[src/rtl/fp_sched_pkg.sv]
// Shared state type and IEEE-754 constants for the shared floating-point unit schedulers.
package fp_sched_pkg;

    typedef enum logic [1:0] {
        IDLE  = 2'd0,
        BUSY  = 2'd1,
        DRAIN = 2'd2
    } sched_state_t;

    localparam int                  FP_WIDTH = 32;
    localparam logic [FP_WIDTH-1:0] FP_QNAN  = 32'h7FC0_0000;

endpackage

[src/rtl/fp_mult_share_arbiter_rr_priority_pick.sv]
// Combinational round-robin picker: first requester at or after ptr, wrapping at N_REQ.
module rr_priority_pick #(
    parameter int N_REQ = 4,
    parameter int IDX_W = $clog2(N_REQ)
) (
    input  logic [N_REQ-1:0] req,
    input  logic [IDX_W-1:0] ptr,
    output logic [IDX_W-1:0] win,
    output logic             any
);

    // Scan from the farthest slot down so the slot nearest ptr is the last (winning) hit.
    always_comb begin
        logic [IDX_W-1:0] idx;
        win = '0;
        any = 1'b0;
        idx = '0;
        for (int k = N_REQ - 1; k >= 0; k--) begin
            idx = IDX_W'((int'(ptr) + k) % N_REQ);
            win = req[idx] ? idx : win;
            any = any | req[idx];
        end
    end

endmodule

[src/rtl/fp_mult_share_arbiter.sv]
// Round-robin scheduler sharing one multi-cycle multiplier (enable/done handshake)
// between N_REQ requesters, with a watchdog that aborts a job the multiplier never finishes.
module fp_mult_share_arbiter
    import fp_sched_pkg::*;
#(
    parameter int N_REQ          = 4,
    parameter int WIDTH          = FP_WIDTH,
    parameter int TIMEOUT_CYCLES = 64
) (
    input  logic                   clk,
    input  logic                   reset,
    input  logic [N_REQ-1:0]       req,
    input  logic [N_REQ*WIDTH-1:0] req_dataa,
    input  logic [N_REQ*WIDTH-1:0] req_datab,
    output logic [N_REQ-1:0]       grant,
    output logic [N_REQ-1:0]       resp_valid,
    output logic [WIDTH-1:0]       resp_result,
    output logic                   resp_error,
    output logic                   busy,
    output logic [WIDTH-1:0]       mul_dataa,
    output logic [WIDTH-1:0]       mul_datab,
    output logic                   mul_enable,
    input  logic                   mul_done,
    input  logic [WIDTH-1:0]       mul_result
);

    localparam int               IDX_W    = $clog2(N_REQ);
    localparam int               CNT_W    = $clog2(TIMEOUT_CYCLES);
    localparam logic [CNT_W-1:0] CNT_LAST = CNT_W'(TIMEOUT_CYCLES - 1);
    localparam logic [N_REQ-1:0] ONE_HOT0 = N_REQ'(1'b1);

    function automatic logic [IDX_W-1:0] next_ptr(input logic [IDX_W-1:0] idx);
        logic [IDX_W-1:0] nxt;
        if (idx == IDX_W'(N_REQ - 1)) begin
            nxt = '0;
        end else begin
            nxt = idx + IDX_W'(1'b1);
        end
        return nxt;
    endfunction

    sched_state_t     state_r, state_s;
    logic [IDX_W-1:0] ptr_r, ptr_s;
    logic [IDX_W-1:0] win_r, win_s;
    logic [CNT_W-1:0] cnt_r, cnt_s;
    logic [N_REQ-1:0] grant_r, grant_s;
    logic [N_REQ-1:0] resp_valid_r, resp_valid_s;
    logic [WIDTH-1:0] resp_result_r, resp_result_s;
    logic             resp_error_r, resp_error_s;
    logic             busy_r, busy_s;
    logic [WIDTH-1:0] mul_dataa_r, mul_dataa_s;
    logic [WIDTH-1:0] mul_datab_r, mul_datab_s;
    logic             mul_enable_r, mul_enable_s;
    logic [IDX_W-1:0] pick_win_s;
    logic             pick_any_s;
    logic [WIDTH-1:0] opa_s [N_REQ];
    logic [WIDTH-1:0] opb_s [N_REQ];

    for (genvar i = 0; i < N_REQ; i++) begin : g_unpack
        assign opa_s[i] = req_dataa[i*WIDTH +: WIDTH];
        assign opb_s[i] = req_datab[i*WIDTH +: WIDTH];
    end

    rr_priority_pick #(
        .N_REQ (N_REQ),
        .IDX_W (IDX_W)
    ) u_pick (
        .req (req),
        .ptr (ptr_r),
        .win (pick_win_s),
        .any (pick_any_s)
    );

    // Next-state and next-output logic; every output is registered below.
    always_comb begin
        state_s       = state_r;
        ptr_s         = ptr_r;
        win_s         = win_r;
        cnt_s         = cnt_r;
        grant_s       = grant_r;
        resp_valid_s  = '0;
        resp_result_s = resp_result_r;
        resp_error_s  = resp_error_r;
        busy_s        = busy_r;
        mul_dataa_s   = mul_dataa_r;
        mul_datab_s   = mul_datab_r;
        mul_enable_s  = mul_enable_r;
        case (state_r)
            IDLE: begin
                if (pick_any_s) begin
                    win_s        = pick_win_s;
                    mul_dataa_s  = opa_s[pick_win_s];
                    mul_datab_s  = opb_s[pick_win_s];
                    grant_s      = ONE_HOT0 << pick_win_s;
                    mul_enable_s = 1'b1;
                    cnt_s        = '0;
                    busy_s       = 1'b1;
                    state_s      = BUSY;
                end else begin
                    state_s = IDLE;
                end
            end
            BUSY: begin
                cnt_s = cnt_r + CNT_W'(1'b1);
                // A real result wins over the watchdog when both land in the same cycle.
                if (mul_done || (cnt_r == CNT_LAST)) begin
                    resp_result_s = mul_done ? mul_result : WIDTH'(FP_QNAN);
                    resp_error_s  = ~mul_done;
                    resp_valid_s  = ONE_HOT0 << win_r;
                    grant_s       = '0;
                    mul_enable_s  = 1'b0;
                    ptr_s         = next_ptr(win_r);
                    state_s       = DRAIN;
                end else begin
                    state_s = BUSY;
                end
            end
            DRAIN: begin
                if (!mul_done) begin
                    busy_s  = 1'b0;
                    state_s = IDLE;
                end else begin
                    state_s = DRAIN;
                end
            end
            default: begin
                grant_s      = '0;
                mul_enable_s = 1'b0;
                busy_s       = 1'b0;
                state_s      = IDLE;
            end
        endcase
    end

    // State, pointer, watchdog counter and output registers.
    always_ff @(posedge clk) begin
        if (reset) begin
            state_r       <= IDLE;
            ptr_r         <= '0;
            win_r         <= '0;
            cnt_r         <= '0;
            grant_r       <= '0;
            resp_valid_r  <= '0;
            resp_result_r <= '0;
            resp_error_r  <= 1'b0;
            busy_r        <= 1'b0;
            mul_dataa_r   <= '0;
            mul_datab_r   <= '0;
            mul_enable_r  <= 1'b0;
        end else begin
            state_r       <= state_s;
            ptr_r         <= ptr_s;
            win_r         <= win_s;
            cnt_r         <= cnt_s;
            grant_r       <= grant_s;
            resp_valid_r  <= resp_valid_s;
            resp_result_r <= resp_result_s;
            resp_error_r  <= resp_error_s;
            busy_r        <= busy_s;
            mul_dataa_r   <= mul_dataa_s;
            mul_datab_r   <= mul_datab_s;
            mul_enable_r  <= mul_enable_s;
        end
    end

    assign grant       = grant_r;
    assign resp_valid  = resp_valid_r;
    assign resp_result = resp_result_r;
    assign resp_error  = resp_error_r;
    assign busy        = busy_r;
    assign mul_dataa   = mul_dataa_r;
    assign mul_datab   = mul_datab_r;
    assign mul_enable  = mul_enable_r;

endmodule
[config.mk]
export PLATFORM = sky130hd
export DESIGN_NAME = fp_mult_share_arbiter
export DESIGN_NICKNAME = d
export VERILOG_FILES = /design/src/rtl/fp_sched_pkg.sv /design/src/rtl/fp_mult_share_arbiter_rr_priority_pick.sv /design/src/rtl/fp_mult_share_arbiter.sv
export SDC_FILE = /design/constraint.sdc
export NUM_CORES = 1
export LEC_CHECK = 0
export BUFFER_PORTS_ARGS = -buffer_cell sky130_fd_sc_hd__buf_2
export CAP_MARGIN = 20
export CORE_AREA = 2 2 154 156
export CTS_BUF_LIST = sky130_fd_sc_hd__clkbuf_8
export CTS_CLUSTER_SIZE = 10
export DETAILED_ROUTE_END_ITERATION = 10
export DIE_AREA = 0 0 156 158
export PLACE_DENSITY = 0.59
export SLEW_MARGIN = 20
export SYNTH_ARGS = -nofsm -noshare
export SYNTH_HDL_FRONTEND = slang
export SYNTH_SLANG_ARGS = --single-unit
[constraint.sdc]
create_clock -name clk -period 5.2 [get_ports clk]
set_input_delay 1.3 -clock clk [delete_from_list [all_inputs] [get_ports clk]]
set_output_delay 1.3 -clock clk [all_outputs]
set_load 0.02 [all_outputs]
== Word-level counts from Yosys, hierarchy flattened ==
Cells that the tools add are included.

* Output and inout port bits: 107
* Word-level logic and storage cells: 82
* Bits of input ports: 295
* Register bits after elaboration: 119

* Add/subtract/negate cells: 5
* Bitwise operators: 8
* Reduce and logical (&&, ||, !) cells: 9
* $lt $le $gt $ge: 5
* Shifts and indexed selects: 2
* Multiplexer cells: 34
* Eq/ne operators: 7

{| class="wikitable"
|+ Operator list
! cell !! count
|-
| two-way mux 32 bit || 5
|-
| binary-select mux 32 bit (select 2 bit) || 2
|-
| two-way mux 2 bit || 7
|-
| < comparator 2 x 3 -> 1 bit, second input constant || 4
|-
| one-hot mux 4 bit (3 select lines) || 1
|-
| one-hot mux 6 bit (2 select lines) || 1
|-
| binary-select mux 1 bit (select 2 bit) || 4
|-
| two-way mux 1 bit || 8
|-
| two-way mux 4 bit || 2
|-
| left shift 1 x 2 -> 4 bit, first input constant || 2
|-
| adder 6 x 1 -> 6 bit, second input constant || 1
|-
| == test 6 bit, second input constant || 1
|-
| two-way mux 6 bit || 1
|-
| inequality test 2 bit, second input constant || 3
|-
| one-hot mux 1 bit (3 select lines) || 2
|-
| one-hot mux 2 bit (3 select lines) || 1
|-
| AND reduction 2 bit || 3
|-
| AND reduction 3 bit || 2
|-
| adder 2 x 1 -> 2 bit, second input constant || 2
|-
| adder 2 bit, second input constant || 2
|-
| == test 2 bit, second input constant || 2
|-
| inverter 1 bit || 4
|-
| greater-or-equal comparator 3 bit, second input constant || 1
|-
| inverter 2 -> 3 bit || 1
|-
| 6 further kinds || 8
|}

== Logic depth before layout (Yosys ltp) ==
* Word-level depth: 11
* Gate-level depth with buffers: 8
* Gate-level depth less buffers: 5

== Cells and area by module ==
Synthesis repeated with hierarchy kept, for this count alone.

* Cell total of the unflattened synthesis: 478
* Area total of the unflattened synthesis: 5816.8 um^2

{| class="wikitable"
|+ By module, submodules not included
! module !! times used !! area each (um^2) !! sequential area each (um^2) !! cells each
|-
| fp_mult_share_arbiter || 1 || 5739.3 || 2382.3 || 465
|-
| rr_priority_pick || 1 || 77.6 || 0.0 || 13
|}

== Worst setup path before layout ==
Ideal clock, no wire load.

* Path type: in2reg
* Start point: input port req[3]
* End point: register win_r[0]
* Library setup time: 132 ps
* Required time: 5068 ps
* Stages on the path: 8
* Slack: 2422 ps
* Arrival: 2646 ps
* Buffers on the path: 4
* Cells stage by stage: buf_2 or4_4 and2_1 buf_2 buf_6 buf_6 o2111ai_2 a21oi_1

* Word-level cells in the longest chain between the ends: 6
* Elaborated cells on any way between the ends: 16
* Classes of those cells: 12 x mux; 3 x bitwise; 1 x reduce/logical

{| class="wikitable"
|+ RTL lines
! what !! line !! text
|-
| start, declared || fp_mult_share_arbiter.sv:12 || <nowiki>input logic [N_REQ-1:0] req,</nowiki>
|-
| binary-select mux 1 bit (select 2 bit) || fp_mult_share_arbiter_rr_priority_pick.sv:20, fp_mult_share_arbiter_rr_priority_pick.sv:21 ||
|-
| two-way mux 1 bit (not written as such) || fp_mult_share_arbiter_rr_priority_pick.sv:20, fp_mult_share_arbiter_rr_priority_pick.sv:21 ||
|-
| two-way mux 2 bit or bitwise OR 1 bit (tied branches) (3 in a row) || fp_mult_share_arbiter_rr_priority_pick.sv:20, fp_mult_share_arbiter_rr_priority_pick.sv:21 ||
|-
| two-way mux 2 bit or AND reduction 2 bit (tied branches) || - ||
|-
| end signal, assigned || fp_mult_share_arbiter.sv:153 || <nowiki>win_r <= win_s;</nowiki>
|-
| end, declared || fp_mult_share_arbiter.sv:44 || <nowiki>logic [IDX_W-1:0] win_r, win_s;</nowiki>
|}

Several ways; a longest one is shown, not always the timed one. The select of a mux whose other input is x is not followed.
A chain may end at the register's enable or synchronous reset.

== Worst setup path after layout ==
* Start point: input port req[1]
* End point: register mul_datab_r[9] (netlist: mul_datab[9])

* Word-level cells in the longest chain between the ends: 10
* Elaborated cells on any way between the ends: 20
* Classes of those cells: 15 x mux; 4 x bitwise; 1 x reduce/logical

{| class="wikitable"
|+ RTL lines
! what !! line !! text
|-
| binary-select mux 1 bit (select 2 bit) || fp_mult_share_arbiter_rr_priority_pick.sv:20, fp_mult_share_arbiter_rr_priority_pick.sv:21 ||
|-
| two-way mux 1 bit (not written as such) || fp_mult_share_arbiter_rr_priority_pick.sv:20, fp_mult_share_arbiter_rr_priority_pick.sv:21 ||
|-
| two-way mux 2 bit (4 in a row) || fp_mult_share_arbiter_rr_priority_pick.sv:20 || <nowiki>win = req[idx] ? idx : win;</nowiki>
|-
| inverter 2 -> 3 bit (not written as such) || fp_mult_share_arbiter.sv:93 || <nowiki>mul_datab_s = opb_s[pick_win_s];</nowiki>
|-
| binary-select mux 32 bit (select 2 bit) || fp_mult_share_arbiter.sv:93 ||
|-
| two-way mux 32 bit (not written as such) (2 in a row) || fp_mult_share_arbiter.sv:93 ||
|-
| end signal, assigned || fp_mult_share_arbiter.sv:161 || <nowiki>mul_datab_r <= mul_datab_s;</nowiki>
|-
| end, declared || fp_mult_share_arbiter.sv:52 || <nowiki>logic [WIDTH-1:0] mul_datab_r, mul_datab_s;</nowiki>
|}

Several ways; a longest one is shown, not always the timed one. The select of a mux whose other input is x is not followed.

==> impl_metrics.yaml <==
clock_network:
  cts.clk_slew.worst_paths_ns: 0.09
  numClockSinks: 119
  post_cts_buffers: 0
  clk_latency_ns: 0.45
  htreeDepth: 4
  cts_root_buffer: "clkbuf_8"
  cts_hold_buf: 0
  cts_buffer_depth: 2
  cts_tree: "done"
  cts_made_buffers: 17
  postCtsResizedCells: 0
synth:
  synth.yosys.seq_area_share_pct: 33.7
  syn_area_per_cell_sq_um: 7.54
  synthCells: 939
  synthDistinctLibCells: 41
  synth_top_family_by_area: "compound AO/OA/AOI/OAI gates"
  postSynth.asyncResetShare_pct: 0
  ys_ff_latch: 119
  synth_simple_gate_area_share_pct: 23.0
  synth_adder_area_share_pct: 0.354
  synth_xor_area_share_pct: 0
  synth_nets: 1236
  synth_area_sq_um: 7080
  yosys_warnings: 0
  synth_ff_type: "dfxtp_1"
  synth_edf_count: 0
  muxShareOfSynthArea_pct: 0
  synth-compound-area-share_pct: 34.9
timing:
  max_freq_ghz: 0.298
  fin_worst_skew_ns: 0.0232
  fin_ws_ns: 1.84
  slew_headroom_pct: 41.8
  finalHoldViolations: 0
  fin_tns_setup_ns: 0
  setup_violations: 0
  tightest_slew_ns: 0.873
  fin_crit_sh_pct: 64.6
  holdWs_ns: 0.473
  rsz0062_at_grt: "false"
  min_period_ns: 3.36
  slew_viol_final: 0
routing:
  drt-initial-drc-count: 779
  viasPerCell: 5.65
  wirelength_mm: 31.4
  drtPass1Iterations: 7
  post-route-drc-count: 0
  vias: 8846
  routedWlPerCell_microns: 20.1
  ant_nets: 0
worst_setup_path:
  critPathKind: "input port to register"
  endpoint_kind: "register"
  critPathArrivalTime_ns: 3.71
  crit_fanout: 40
  startpoint_type: "input port"
  required_ns: 5.56
layout:
  fin_nets: 1555
  layout-drive-gt1-share_pct: 37.2
  fin_area_sq_um: 9580
  fill_cells: 2440
  final_common_cell: "buf_2"
  synthToLayoutAreaGrowth_pct: 35.3
  final_cell_mix: "buf_2 (400), a211oi_1 (129), dfxtp_1 (119)"
place:
  placed_area_sq_um: 9100
  dp_slack_ns: 1.20
  portBuffers: 401
  hpwl_mm: 21.0
  place_congestion: 0.861
die:
  fp.coreArea_sq_um: 23100
  core.rowCount: 56
  pin_count: 402
  die_x_microns: 156
  initial_utilization_pct: 30.7
  die_area_sq_um: 24600
  dieHeight_microns: 158
pwr:
  internal-power_mw: 1.84
  cellPowerDensity_nw_per_um2: 301
  peakVddDrop_mv: 0.172
  swShare_pct: 36.2
  power.switching_mw: 1.04
  pwr-share-comb_pct: 28.8
  clkPwrFrac_pct: 34.6
  p_leak_nw: 4.39
  pwr-share-seq_pct: 36.7
grt:
  grt_pass1_wl_mm: 47.2
  grtUsageTotal_pct: 24.4
  grt_pass1_vias: 8424
  antenna_found_initial: 5
  grt_max_degree: 64
  grt-ovfl-total: 0
outcome:
  status: "finished clean"
job:
  maxCapViolations: 0
worst_hold_path:
  hold_path_class: "register to register"
[Yosys cell counts, types with 2 or more instances]
cell	number	area [sq um]
a211oi_1	129	968
a21o_1	2	15.0
a21oi_1	37	185
a22o_1	11	96.3
a311oi_1	64	561
a311oi_2	3	45.0
a32o_1	3	30.0
and2_1	4	25.0
and3_1	67	419
and3b_1	2	17.5
buf_2	19	95.1
buf_6	11	124
clkbuf_1	89	334
dfxtp_1	119	2380
ha_1	2	25.0
inv_1	3	11.3
nand2_1	94	353
nand2_2	2	12.5
nand2b_1	12	75.1
nand3_1	68	340
nor2_1	76	285
nor2b_1	5	31.3
nor3_1	5	25.0
o21a_1	2	15.0
o21ai_0	87	435
o21ai_1	8	40.0
[through the flow]
step / power, mW / util [%] / instances
after floorplan: 1.58 / - / 939
after detailed placement: 1.90 / 39.5 / 1529
after global routing: 3.03 / 41.5 / 1566
after CTS: 2.91 / 41.4 / 1561
after global placement: 1.90 / 39.5 / 1529
final: 2.88 / 41.5 / 1567
[critical path, stage by stage]
cell and delay [ns]:
buf_2 0.58, or4_4 0.26, and2_2 0.57, buf_4 0.56, nor2_1 0.09, a311oi_1 0.27
[power groups by stage]
stage                     clock, mW  sequential (mW)  combinational, mW
after global routing           1.06             1.07              0.902
after detailed placement          0             1.07              0.827
after CTS                      1.02             1.05              0.828
after global placement            0             1.07              0.825
final                         0.995             1.06              0.828
after floorplan                   0             1.17              0.404
[metal layers]
| layer | GRT usage [%] | vias to the layer above | wire length [microns] |
|---|---|---|---|
| li1 | - | 4173 | - |
| met1 | 31.3 | 4143 | 13500 |
| met2 | 39.3 | 467 | 14600 |
| met3 | 5.37 | 63 | 2370 |
| met4 | 10.9 | 0 | 990 |
| met5 | 0 | - | 0 |
[registers in the layout (all words and copies together) (netlist names)]
name and cells:
resp_error 1, mul_enable 1, mul_dataa 32, busy 1, state_r 2, cnt_r 6, win_r 2, mul_datab 32
resp_valid 4, resp_result 32, grant 4, ptr_r 2
[logic make-up after synthesis]
family                     after synthesis
AOI/OAI and AO/OA                      354
adders and majority gates                2
buffers and inverters                  124
DFF                                    119
and+or+nand+nor                        340
[cell type report]
class                      instances  area [sq um]  share of cell area, %
sequential                       119          2380                   24.9
clock buffer                      17           234                   2.44
multi-input combinational        696          4190                   43.7
timing repair buffer             420          2160                   22.6
clock inverter                    15           214                   2.23
antenna                            6          15.0                  0.157
tap                              290           363                   3.79
inverter                           4          15.0                  0.157
[final timing paths]
kind                            depth (start not counted)                           end                         start  slack [ns]
worst min-delay path                                    2  resp_result[13]$_SDFFE_PP0P_  resp_result[13]$_SDFFE_PP0P_        0.47
worst max register to register                          5    mul_datab[19]$_SDFFE_PP0P_         ptr_r[0]$_SDFFE_PP0P_        2.57
worst max-delay path                                    6     mul_datab[9]$_SDFFE_PP0P_                        req[1]        1.84
worst min register to register                          2  resp_result[13]$_SDFFE_PP0P_  resp_result[13]$_SDFFE_PP0P_        0.47
Power figures use the tool's default switching activity.
